$ cat src/rtl/window_motor_ctrl_if.sv
// Command, limit-switch and motor-drive bundle for the window motor controller.
// The master drives commands and switch levels; the slave (controller) drives the motor outputs.
interface window_motor_ctrl_if #(
    parameter int N_WIN = 8
);
    logic [N_WIN-1:0] open_cmd;
    logic [N_WIN-1:0] close_cmd;
    logic [N_WIN-1:0] fault_clr;
    logic [N_WIN-1:0] closed_sw;
    logic [N_WIN-1:0] open_sw;
    logic [N_WIN-1:0] motor_en;
    logic [N_WIN-1:0] motor_dir;
    logic [N_WIN-1:0] busy;
    logic [N_WIN-1:0] fault;

    modport master (
        output open_cmd, close_cmd, fault_clr, closed_sw, open_sw,
        input  motor_en, motor_dir, busy, fault
    );

    modport slave (
        input  open_cmd, close_cmd, fault_clr, closed_sw, open_sw,
        output motor_en, motor_dir, busy, fault
    );
endinterface

$ cat src/rtl/window_motor_ctrl.sv
// Multi-channel window actuator controller: one independent Moore FSM per channel with
// limit-switch stop, jam timeout, reversal dead time and latched faults.
module window_motor_ctrl #(
    parameter int N_WIN        = 8,
    parameter int TIMEOUT_CYC  = 1000,
    parameter int DEADTIME_CYC = 4
) (
    input  logic                clk,
    input  logic                rst_n,
    window_motor_ctrl_if.slave  bus
);
    localparam int TMAX = (TIMEOUT_CYC > DEADTIME_CYC) ? TIMEOUT_CYC : DEADTIME_CYC;
    localparam int TW   = $clog2(TMAX + 1);

    localparam logic [2:0] S_IDLE    = 3'd0;
    localparam logic [2:0] S_CLOSING = 3'd1;
    localparam logic [2:0] S_OPENING = 3'd2;
    localparam logic [2:0] S_DEAD    = 3'd3;
    localparam logic [2:0] S_FAULT   = 3'd4;

    localparam logic [TW-1:0] TO_LAST = TW'(TIMEOUT_CYC - 1);
    localparam logic [TW-1:0] DT_LAST = TW'(DEADTIME_CYC - 1);

    genvar gi;
    generate
        for (gi = 0; gi < N_WIN; gi++) begin : g_ch
            logic          op_i, cl_i, clr_i, csw_i, osw_i;
            logic [2:0]    state_q, state_d;
            logic [TW-1:0] timer_q, timer_d;
            logic          pend_q, pend_d;
            logic          en_q, dir_q, busy_q, fault_q;

            assign op_i  = bus.open_cmd[gi];
            assign cl_i  = bus.close_cmd[gi];
            assign clr_i = bus.fault_clr[gi];
            assign csw_i = bus.closed_sw[gi];
            assign osw_i = bus.open_sw[gi];

            always_comb begin
                state_d = state_q;
                timer_d = timer_q;
                pend_d  = pend_q;
                // Both limits active at once means a broken sensor: latch a fault from anywhere.
                if (state_q != S_FAULT && csw_i && osw_i) begin
                    state_d = S_FAULT;
                end else begin
                    case (state_q)
                        S_IDLE: begin
                            if (cl_i) begin
                                if (!csw_i) state_d = S_CLOSING;
                            end else if (op_i && !osw_i) begin
                                state_d = S_OPENING;
                            end
                        end
                        S_CLOSING: begin
                            if (csw_i) begin
                                state_d = S_IDLE;
                            end else if (timer_q == TO_LAST) begin
                                state_d = S_FAULT;
                            end else if (op_i && !cl_i) begin
                                state_d = S_DEAD;
                                pend_d  = 1'b0;
                            end else begin
                                timer_d = timer_q + TW'(1);
                            end
                        end
                        S_OPENING: begin
                            if (osw_i) begin
                                state_d = S_IDLE;
                            end else if (timer_q == TO_LAST) begin
                                state_d = S_FAULT;
                            end else if (cl_i) begin
                                state_d = S_DEAD;
                                pend_d  = 1'b1;
                            end else begin
                                timer_d = timer_q + TW'(1);
                            end
                        end
                        S_DEAD: begin
                            if (cl_i)      pend_d = 1'b1;
                            else if (op_i) pend_d = 1'b0;
                            if (timer_q == DT_LAST) begin
                                if (pend_d) state_d = csw_i ? S_IDLE : S_CLOSING;
                                else        state_d = osw_i ? S_IDLE : S_OPENING;
                            end else begin
                                timer_d = timer_q + TW'(1);
                            end
                        end
                        S_FAULT: begin
                            if (clr_i) state_d = S_IDLE;
                        end
                        default: state_d = S_IDLE;
                    endcase
                end
                // Every state entry starts the shared timer from zero.
                if (state_d != state_q) timer_d = '0;
            end

            always_ff @(posedge clk or negedge rst_n) begin
                if (!rst_n) begin
                    state_q <= S_IDLE;
                    timer_q <= '0;
                    pend_q  <= 1'b0;
                    en_q    <= 1'b0;
                    dir_q   <= 1'b0;
                    busy_q  <= 1'b0;
                    fault_q <= 1'b0;
                end else begin
                    state_q <= state_d;
                    timer_q <= timer_d;
                    pend_q  <= pend_d;
                    en_q    <= (state_d == S_CLOSING) || (state_d == S_OPENING);
                    dir_q   <= (state_d == S_CLOSING);
                    busy_q  <= (state_d == S_CLOSING) || (state_d == S_OPENING) ||
                               (state_d == S_DEAD);
                    fault_q <= (state_d == S_FAULT);
                end
            end

            assign bus.motor_en[gi]  = en_q;
            assign bus.motor_dir[gi] = dir_q;
            assign bus.busy[gi]      = busy_q;
            assign bus.fault[gi]     = fault_q;
        end
    endgenerate
endmodule

$ cat src/flat_wrapper.sv
// flat-port wrapper written by rule: the top's interface ports become plain ports
module window_motor_ctrl_flat 
#(
    parameter int N_WIN        = 8,
    parameter int TIMEOUT_CYC  = 1000,
    parameter int DEADTIME_CYC = 4
)
  (clk, rst_n, bus_open_cmd, bus_close_cmd, bus_fault_clr, bus_closed_sw, bus_open_sw, bus_motor_en, bus_motor_dir, bus_busy, bus_fault);
  window_motor_ctrl_if #(.N_WIN(N_WIN)) bus_i ();
  input  logic clk;
  input  logic rst_n;
  input wire logic [$bits(bus_i.open_cmd)-1:0] bus_open_cmd;
  input wire logic [$bits(bus_i.close_cmd)-1:0] bus_close_cmd;
  input wire logic [$bits(bus_i.fault_clr)-1:0] bus_fault_clr;
  input wire logic [$bits(bus_i.closed_sw)-1:0] bus_closed_sw;
  input wire logic [$bits(bus_i.open_sw)-1:0] bus_open_sw;
  output wire logic [$bits(bus_i.motor_en)-1:0] bus_motor_en;
  output wire logic [$bits(bus_i.motor_dir)-1:0] bus_motor_dir;
  output wire logic [$bits(bus_i.busy)-1:0] bus_busy;
  output wire logic [$bits(bus_i.fault)-1:0] bus_fault;
  assign bus_i.open_cmd = bus_open_cmd;
  assign bus_i.close_cmd = bus_close_cmd;
  assign bus_i.fault_clr = bus_fault_clr;
  assign bus_i.closed_sw = bus_closed_sw;
  assign bus_i.open_sw = bus_open_sw;
  assign bus_motor_en = bus_i.motor_en;
  assign bus_motor_dir = bus_i.motor_dir;
  assign bus_busy = bus_i.busy;
  assign bus_fault = bus_i.fault;
  window_motor_ctrl #(.N_WIN(N_WIN), .TIMEOUT_CYC(TIMEOUT_CYC), .DEADTIME_CYC(DEADTIME_CYC)) u_core (.clk(clk), .rst_n(rst_n), .bus(bus_i));
endmodule
$ cat config.mk
export PLATFORM = sky130hd
export DESIGN_NAME = window_motor_ctrl_flat
export DESIGN_NICKNAME = d
export VERILOG_FILES = /design/src/rtl/window_motor_ctrl_if.sv /design/src/rtl/window_motor_ctrl.sv /design/src/flat_wrapper.sv
export SDC_FILE = /design/constraint.sdc
export NUM_CORES = 1
export LEC_CHECK = 0
export ABC_CLOCK_PERIOD_IN_PS = 3000
export CAP_MARGIN = 30
export CELL_PAD_IN_SITES_DETAIL_PLACEMENT = 0
export CELL_PAD_IN_SITES_GLOBAL_PLACEMENT = 1
export CORE_MARGIN = 3
export CORE_UTILIZATION = 46
export CTS_BUF_LIST = sky130_fd_sc_hd__clkbuf_2
export CTS_CLUSTER_SIZE = 30
export DETAILED_ROUTE_END_ITERATION = 6
export HOLD_SLACK_MARGIN = 0.08
export PLACE_DENSITY = 0.8
export SLEW_MARGIN = 30
export SYNTH_ARGS = -nofsm -noshare
export SYNTH_HDL_FRONTEND = slang
export SYNTH_SLANG_ARGS = --single-unit
export TNS_END_PERCENT = 20
$ cat constraint.sdc
create_clock -name clk -period 3 [get_ports clk]
set_clock_uncertainty 0.2 [all_clocks]
set_input_delay 0.6 -clock clk [delete_from_list [all_inputs] [get_ports clk]]
set_output_delay 0.6 -clock clk [all_outputs]
set_load 0.005 [all_outputs]
==> results.ini <==
[power_and_ir_drop]
total_power_mw = 6.16
power_switching_mw = 2.42
ir_drop_v = 0.000429
power_frac_comb_pct = 40.0
internal_power_mw = 3.74
pwr-share-seq_pct = 41.4
p_leak_nw = 4.27
p_clk_share_pct = 18.6
netSwitchingFraction_pct = 39.4
p_per_area_mw_per_mm2 = 581

[critical_path]
required_ns = 3.39
r2r_slack_ns = 0.23
path_max_fanout = 10
path_buf_inv = 0
cp_top_family = simple AND/OR/NAND/NOR gates
cp-end-kind = register
crit_slowest_cell = dfrtp_1
critPathMaxStageDelay_ns = 0.50
path_class = reg -> reg
arrival_ns = 3.17
crit_chain = ha_1 > or3b_1 > or3_4 > a22o_4 > o21ai_4 > mux2i_4 > nor3_1
cp-start-kind = register

[placed_design]
dpl.hpwl_um = 14500
port_buffers = 73
pre_cts_ws_ns = -0.290
placed_cell_area_mm2 = 0.0103
gp_congestion = 0.867

[clocking]
cts_buffer_depth = 2
clk_latency_ns = 0.71
cts_tree = yes
htree_num_levels = 4
clk_pin_slew_worst_paths_ns = 0.22
numCtsBuffers = 17
cts-root-buf = clkbuf_2
clock_sinks = 144

[route]
via_per_inst = 5.60
vias = 7990
wl_per_cell_um = 14.2
dr.pass1.iters = 5
routed_wl_um = 20200
drt_iter0_markers = 561
ant_nets = 0
drc_errors = 0

[layout]
utilization_pct = 54.0
fin_area_mm2 = 0.0106
nFillCells = 1915
multi_input_area_mm2 = 0.00516
nets = 1199
regArea_mm2 = 0.00360
drive_gt1_share_pct = 9.72
area_growth_pct = 14.0

[synth]
ys_seq_area_share_pct = 38.7
synth_top_area_cell = dfrtp_1
synth-seq-cells = 144
synthTopCellsByCount = 144 x dfrtp_1, 106 x nor2_1, 88 x nand2_1
synth_cell_types = 83
ys_top_cells_by_area = dfrtp_1 39%, xnor2_1 5.2%, nor3_1 4.3%
synthArstFlopShare_pct = 100
synth_top_area_share_pct = 38.7
synth-main-ff-cell = dfrtp_1
ys_warn_count = 0
synth_nets = 1130
syn_inst = 1080
synth_most_common_cell = dfrtp_1
netlist_area_mm2 = 0.00930
synth_edf_count = 0
avgSynthCellArea_um2 = 8.61

[floorplanning]
start_util_pct = 47.3
die_h_um = 148
rows = 51
io-pin-count = 74
dieWidth_um = 148
core-area_mm2 = 0.0197
dieArea_mm2 = 0.0220

[timing]
worst_slew_pin_slew_ns = 0.859
period_needed_ns = 2.77
fmax_mhz = 361
finalMaxSlewViolations = 0
whs_ns = 0.182
relSlewSlack_pct = 42.3
setup_violations = 0
fin_ws_ns = 0.227
finalHoldViolCount = 0
min_period_over_period_pct = 92.4
rsz0062_at_grt = false

[global_routing]
gr-usage-all-layers_pct = 19.0
antenna_found_initial = 1
grt_max_degree = 57
grt_pass1_wl_um = 35400
overflow = 0
grt_pass1_vias = 7584

[outcome]
outcome = completed

[run]
drv_cap = 0

[min_path]
hold_path_class = in -> async

-- final cells by class --
type | count | share of cell area [%]
diodes | 1 | 0.0236
repair buffers | 124 | 10.6
flip-flops and latches | 144 | 34.0
multi-input cells | 826 | 48.7
well taps | 265 | 3.13
clock buffers | 17 | 0.802
inverters | 36 | 1.27
clock inverters | 15 | 1.50
-- kinds of logic (layout without fill, tap and decap cells) --
family          Yosys count  after routing  share of synthesized area, %
fa+ha+maj                 8              8                          1.08
xor+xnor                 75             75                          7.06
mux                      16             16                          1.95
compound gates          214            214                          16.3
other cells               0              1                             0
buf+inv                 110            192                          5.88
simple gates            513            513                          29.0
flops                   144            144                          38.7
-- repair_timing --
action	in CTS	in global routing
hold buffers	1	0
resized for setup	0	3
setup buffers	0	0
hold endpoints to repair	144	0
setup endpoints to repair	0	12
-- metrics by stage --
stage          TNS, ns  std cells
2_1_floorplan        0       1080
3_3_place_gp     -2.02       1394
3_5_place_dp     -2.57       1394
4_1_cts              0       1427
5_1_grt              0       1428
6_report             0       1428
-- placed cells by master, fill, tap and decap left out, drive strengths merged, types with 5 or more instances in the layout --
master / Yosys / final
mux2: 7 / 7
ha: 8 / 8
nor2b: 21 / 21
o21ai: 48 / 48
a21oi: 42 / 42
a211oi: 10 / 10
nand3: 44 / 44
a31oi: 13 / 13
clkinv: 0 / 8
nor3: 80 / 80
mux2i: 9 / 9
nor4: 30 / 30
nand2b: 24 / 24
nor3b: 15 / 15
o211ai: 11 / 11
a21boi: 6 / 6
o311ai: 5 / 5
inv: 36 / 40
buf: 38 / 51
clkbuf: 36 / 17
dfrtp: 144 / 144
or3b: 6 / 6
and4: 7 / 7
clkdlybuf4s50: 0 / 72
nand4: 29 / 29
nor2: 106 / 106
nand2: 88 / 88
a21o: 9 / 9
or3: 8 / 8
xor2: 20 / 20
and3: 16 / 16
and2: 13 / 13
xnor2: 55 / 55
-- registers in the layout, summed over array words and instances, names as in the netlist --
register and count:
u_core.g_ch.fault_q 8, u_core.g_ch.en_q 8, u_core.g_ch.pend_q 8, u_core.g_ch.dir_q 8, u_core.g_ch.timer_q 80, u_core.g_ch.busy_q 8
u_core.g_ch.state_q 24
-- worst reg2reg max path: cells and delay by family, from the launching register on --
kind / cells / cell delay [ns]
AND/OR/NAND/NOR: 3 / 0.90
flip-flops: 1 / 0.50
AO/OA/AOI/OAI: 2 / 0.46
multiplexers: 1 / 0.41
adder cells (fa/ha/maj): 1 / 0.19
-- metal layers --
metal	share of wire, %	global-route usage [%]	vias up
met3	3.2	3.90	11
met4	0.84	4.53	0
met2	46	29.9	122
met5	0	0	-
met1	50	27.0	3796
li1	-	-	4061
-- path summary, 6_finish.rpt --
check,startpoint,to,depth (start not counted)
worst max-delay path,u_core.g_ch[0].timer_q[0],u_core.g_ch[0].timer_q[6],7
worst min-delay path,rst_n,u_core.g_ch[6].fault_q,2
worst max register to register,u_core.g_ch[0].timer_q[0],u_core.g_ch[0].timer_q[6],7
worst min register to register,u_core.g_ch[0].pend_q,u_core.g_ch[0].pend_q,1
max in group asynchronous,rst_n,u_core.g_ch[3].timer_q[5],3
min in group clk,bus_fault_clr[2],u_core.g_ch[2].fault_q,2
-- power groups by stage --
stage | logic, mW | clock network [mW] | registers (mW)
after CTS | 2.48 | 1.21 | 2.55
after global placement | 2.47 | 0 | 2.59
final | 2.46 | 1.15 | 2.55
after floorplan | 1.88 | 0 | 2.39
after global routing | 2.77 | 1.31 | 2.60
after detailed placement | 2.47 | 0 | 2.59
(Power assumes the default switching activity.)
